$ cat config.mk
export PLATFORM = sky130hd
export DESIGN_NAME = inst_fetch
export DESIGN_NICKNAME = d
export VERILOG_FILES = /design/src/rtl/rv32i_pkg.sv /design/src/rtl/pc_next_sel.sv /design/src/rtl/inst_fetch.sv
export SDC_FILE = /design/constraint.sdc
export NUM_CORES = 1
export LEC_CHECK = 0
export ABC_AREA = 1
export CAP_MARGIN = 0
export CORE_ASPECT_RATIO = 0.75
export CORE_MARGIN = 8
export CORE_UTILIZATION = 35
export CTS_BUF_LIST = sky130_fd_sc_hd__clkbuf_16
export CTS_CLUSTER_DIAMETER = 80
export DETAILED_ROUTE_END_ITERATION = 6
export PLACE_DENSITY = 0.79
export SYNTH_ARGS = -nofsm -noshare
export SYNTH_HDL_FRONTEND = slang
export SYNTH_HIERARCHICAL = 1
export SYNTH_SLANG_ARGS = --single-unit
$ cat constraint.sdc
create_clock -name clk -period 2.83 [get_ports clk]
set_input_delay 0.566 -clock clk [delete_from_list [all_inputs] [get_ports clk]]
set_output_delay 0.566 -clock clk [all_outputs]
set_load 0.05 [all_outputs]
$ cat src/rtl/rv32i_pkg.sv
// Shared encodings for the RV32I fetch stage: pc_sel codes, fetch FSM states and the NOP word.
package rv32i_pkg;

    localparam logic [1:0] PcSelPlus4    = 2'b00;
    localparam logic [1:0] PcSelTarget   = 2'b01;
    localparam logic [1:0] PcSelJalr     = 2'b10;
    localparam logic [1:0] PcSelPlus4Alt = 2'b11;

    localparam logic [31:0] Nop = 32'h0000_0013;

    typedef enum logic [2:0] {
        StIdle,
        StReq,
        StWait,
        StValid,
        StHalt,
        StFault
    } fetch_state_e;

endpackage

$ cat src/rtl/pc_next_sel.sv
// Combinational next-PC mux; flags a selected PC that is not word aligned.
module pc_next_sel
    import rv32i_pkg::*;
(
    input  logic [31:0] pc,
    input  logic [1:0]  pc_sel,
    input  logic [31:0] target,
    output logic [31:0] next_pc,
    output logic        misaligned
);

    always_comb begin
        next_pc = pc + 32'd4;
        case (pc_sel)
            PcSelTarget: next_pc = target;
            PcSelJalr:   next_pc = {target[31:1], 1'b0};
            default:     next_pc = pc + 32'd4;
        endcase
    end

    assign misaligned = |next_pc[1:0];

endmodule

$ cat src/rtl/inst_fetch.sv
// Instruction fetch stage: one outstanding request, holds the word until the decoder retires it.
// Define IF_MISALIGN_TRAP_EN to trap on misaligned targets instead of truncating them.
module inst_fetch
    import rv32i_pkg::*;
#(
    parameter logic [31:0] RESET_PC = 32'h0000_0000
) (
    input  logic        clk,
    input  logic        rst_n,
    output logic        imem_req,
    output logic [31:0] imem_addr,
    input  logic        imem_rvalid,
    input  logic [31:0] imem_rdata,
    output logic [31:0] inst,
    output logic        inst_valid,
    output logic [31:0] pc,
    input  logic        inst_ready,
    input  logic [1:0]  pc_sel,
    input  logic [31:0] target,
    input  logic        halt,
    output logic        fault,
    output logic [31:0] fault_pc
);

    fetch_state_e state_q, state_d;
    logic [31:0]  pc_q, pc_d;
    logic [31:0]  inst_q, inst_d;
    logic         fault_q, fault_d;
    logic [31:0]  fault_pc_q, fault_pc_d;
    logic [31:0]  next_pc;
    logic         misaligned;

    pc_next_sel u_pc_next_sel (
        .pc         (pc_q),
        .pc_sel     (pc_sel),
        .target     (target),
        .next_pc    (next_pc),
        .misaligned (misaligned)
    );

`ifndef IF_MISALIGN_TRAP_EN
    logic unused_misaligned;
    assign unused_misaligned = misaligned;
`endif

    always_comb begin
        state_d    = state_q;
        pc_d       = pc_q;
        inst_d     = inst_q;
        fault_d    = fault_q;
        fault_pc_d = fault_pc_q;
        unique case (state_q)
            StIdle: state_d = StReq;
            StReq:  state_d = StWait;
            StWait: begin
                if (imem_rvalid) begin
                    inst_d  = imem_rdata;
                    state_d = StValid;
                end
            end
            StValid: begin
                if (inst_ready) begin
                    if (halt) begin
                        // Retire and stop; the PC stays on the halting instruction.
                        state_d = StHalt;
`ifdef IF_MISALIGN_TRAP_EN
                    end else if (misaligned) begin
                        fault_d    = 1'b1;
                        fault_pc_d = target;
                        state_d    = StFault;
`endif
                    end else begin
                        pc_d    = next_pc & ~32'h3;
                        state_d = StReq;
                    end
                end
            end
            StHalt:  state_d = StHalt;
            StFault: state_d = StFault;
            default: state_d = StIdle;
        endcase
    end

    always_ff @(posedge clk) begin
        if (!rst_n) begin
            state_q    <= StIdle;
            pc_q       <= RESET_PC;
            inst_q     <= Nop;
            fault_q    <= 1'b0;
            fault_pc_q <= 32'h0;
        end else begin
            state_q    <= state_d;
            pc_q       <= pc_d;
            inst_q     <= inst_d;
            fault_q    <= fault_d;
            fault_pc_q <= fault_pc_d;
        end
    end

    assign imem_req   = (state_q == StReq);
    assign imem_addr  = pc_q;
    assign inst       = inst_q;
    assign inst_valid = (state_q == StValid);
    assign pc         = pc_q;
    assign fault      = fault_q;
    assign fault_pc   = fault_pc_q;

endmodule

==> results.sh <==
export IMPL_io_pins=202
export IMPL_initial_core_util_pct=36.10
export IMPL_grt_busiest_layer="met2"
export IMPL_fin_crit_sh_pct=83.00
export IMPL_antenna_found_initial=0
export IMPL_end_kind="output port"
export IMPL_critical_path_peak_fanout=6
export IMPL_finalNetCount=847
export IMPL_fin_hold_ws_ns=0.4609
export IMPL_area_sequential_um2=1301
export IMPL_r2r_end="imem_addr[24]"
export IMPL_cts_root_buffer="clkbuf_16"
export IMPL_first_global_vias=4131
export IMPL_vdd_drop_max_mv=0.2584
export IMPL_p_leak_nw=2.200
export IMPL_clk_latency_ns=0.33
export IMPL_cp_arrival_ns=1.78
export IMPL_ant_nets=0
export IMPL_setup_violations=0
export IMPL_hpwl_um=10150
export IMPL_endpoint="imem_req"
export IMPL_drtPass1Iterations=5
export IMPL_setup_tns_final_ns=0
export IMPL_clock_sinks=65
export IMPL_io_buffers=162
export IMPL_rows=34
export IMPL_drt_iter0_markers=334
export IMPL_post_cts_buffers=0
export IMPL_grt_max_degree=33
export IMPL_ff2ff_path_depth=11
export IMPL_ys_warnings_count=6
export IMPL_grt_usage_pct=16.68
export IMPL_die_y_um=111.1
export IMPL_syn_to_final_growth_pct=38.93
export IMPL_reg2reg_slack_ns=0.95
export IMPL_die_area_um2=15870
export IMPL_netlist_area_um2=4223
export IMPL_cap_violations=0
export IMPL_total_power_w=0.002588
export IMPL_period_minus_slack_ns=2.349
export IMPL_hold_viol=0
export IMPL_grt_overflow=0
export IMPL_clk_pin_slew_ns=0.06
export IMPL_gp_congestion=0.8945
export IMPL_syn_avg_cell_area_um2=6.507
export IMPL_grt_setup_unrepaired="false"
export IMPL_tightestPinTransition_ns=0.6908
export IMPL_clock_skew_ns=0.006663
export IMPL_multiInputGateArea_um2=2211
export IMPL_grt_util_met3_pct=5.250
export IMPL_core_area_um2=11700
export IMPL_setup_slack_ns=0.4812
export IMPL_cts_htree_levels=3
export IMPL_via_count=4401
export IMPL_met2_usage_pct=26.61
export IMPL_die_w_um=142.8
export IMPL_nFillCells=1197
export IMPL_vias_per_cell=4.687
export IMPL_finalMaxSlewViolations=0
export IMPL_grt_pass1_wl_um=21340
export IMPL_drt_wl_total_um=13470
export IMPL_ctsHoldBuffers=0
export IMPL_cts_buffer_depth=2
export IMPL_cp_required_ns=2.26
export IMPL_criticalPathCategory="reg -> out"
export IMPL_post_cts_resized=0
export IMPL_drive_gt1_share_pct=7.079
export IMPL_hold_path_class="reg -> reg"
export IMPL_wl_per_cell_um=14.34
export IMPL_pwr_density_cell_nw_per_um2=441.2
export IMPL_dp_slack_ns=0.5522
export IMPL_numCtsBuffers=9
export IMPL_met1_usage_pct=21.12
export IMPL_remaining_drc_errors=0
export IMPL_max_freq_mhz=425.7
export IMPL_r2r_start="imem_addr[2]"
export IMPL_n_antenna_cell=0
export IMPL_critPathLaunchType="register"
export IMPL_crit_start="state_q[1]"
export IMPL_post_route_util_pct=50.15
export IMPL_hold_depth=2
export IMPL_status="finished clean"
export IMPL_timing_slew_headroom_pct=53.90
export IMPL_synthCells=649
export IMPL_cts_tree="done"
## flip-flops by register name (all words and copies together), names as in the netlist
register   flops
inst          32
imem_addr     30
state_q        3
## worst max-delay path: stages (launching register included)
cell             delay [ns]
dfxtp_1                0.36
inv_1                  0.10
nand3_1                0.10
inv_1                  0.07
clkdlybuf4s50_1        0.83
## layout make-up
type | count | share of cell area, %
clock inverters | 6 | 1.024
inverters | 40 | 2.559
clock buffers | 9 | 3.839
well taps | 162 | 3.455
multi-input cells | 482 | 37.68
repair buffers | 175 | 29.26
flip-flops and latches | 65 | 22.18
## metal layers
metal  share of wire, %  vias to the layer above
met5                  0                        -
met4                1.0                        0
met3                 10                       12
met2                 45                      191
met1                 43                     1978
li1                   -                     2220
## worst min-delay path by stage
stage,start,slack [ns],endpoint
floorplan,state_q[1],0.52,state_q[1]
global placement,inst[31],0.45,inst[31]
detailed placement,inst[29],0.46,inst[29]
CTS,inst[31],0.46,inst[31]
global route,inst[21],0.48,inst[21]
finish,inst[31],0.46,inst[31]
## stage by stage
stage,instance area [µm²],instances
3_5_place_dp,5582,924
6_report,5867,939
5_1_grt,5867,939
2_1_floorplan,4358,685
3_3_place_gp,5582,924
4_1_cts,5867,939
## layout by cell type (no fill, tap or decap), types with 3 or more instances in the layout
master,instances
a21oi_1,64
buf_4,14
dfxtp_1,65
ha_1,3
xor2_1,3
inv_1,37
nor2_4,9
nor2_2,5
clkbuf_16,9
nand4_1,31
conb_1,37
clkinv_2,3
or2_2,5
o21ai_0,8
nor2_1,34
and2_1,3
nand3_1,44
nand2_1,228
clkdlybuf4s50_1,161
## power by group
group | switching (W) | leakage [nW] | internal (W) | total, W
Combinational | 0.000368 | 1.54 | 0.000179 | 0.000547
Clock | 0.000409 | 0.137 | 0.000671 | 0.00108
Sequential | 0.0000194 | 0.525 | 0.000942 | 0.000961
No activity file was read; power rests on OpenSTA's default activity.
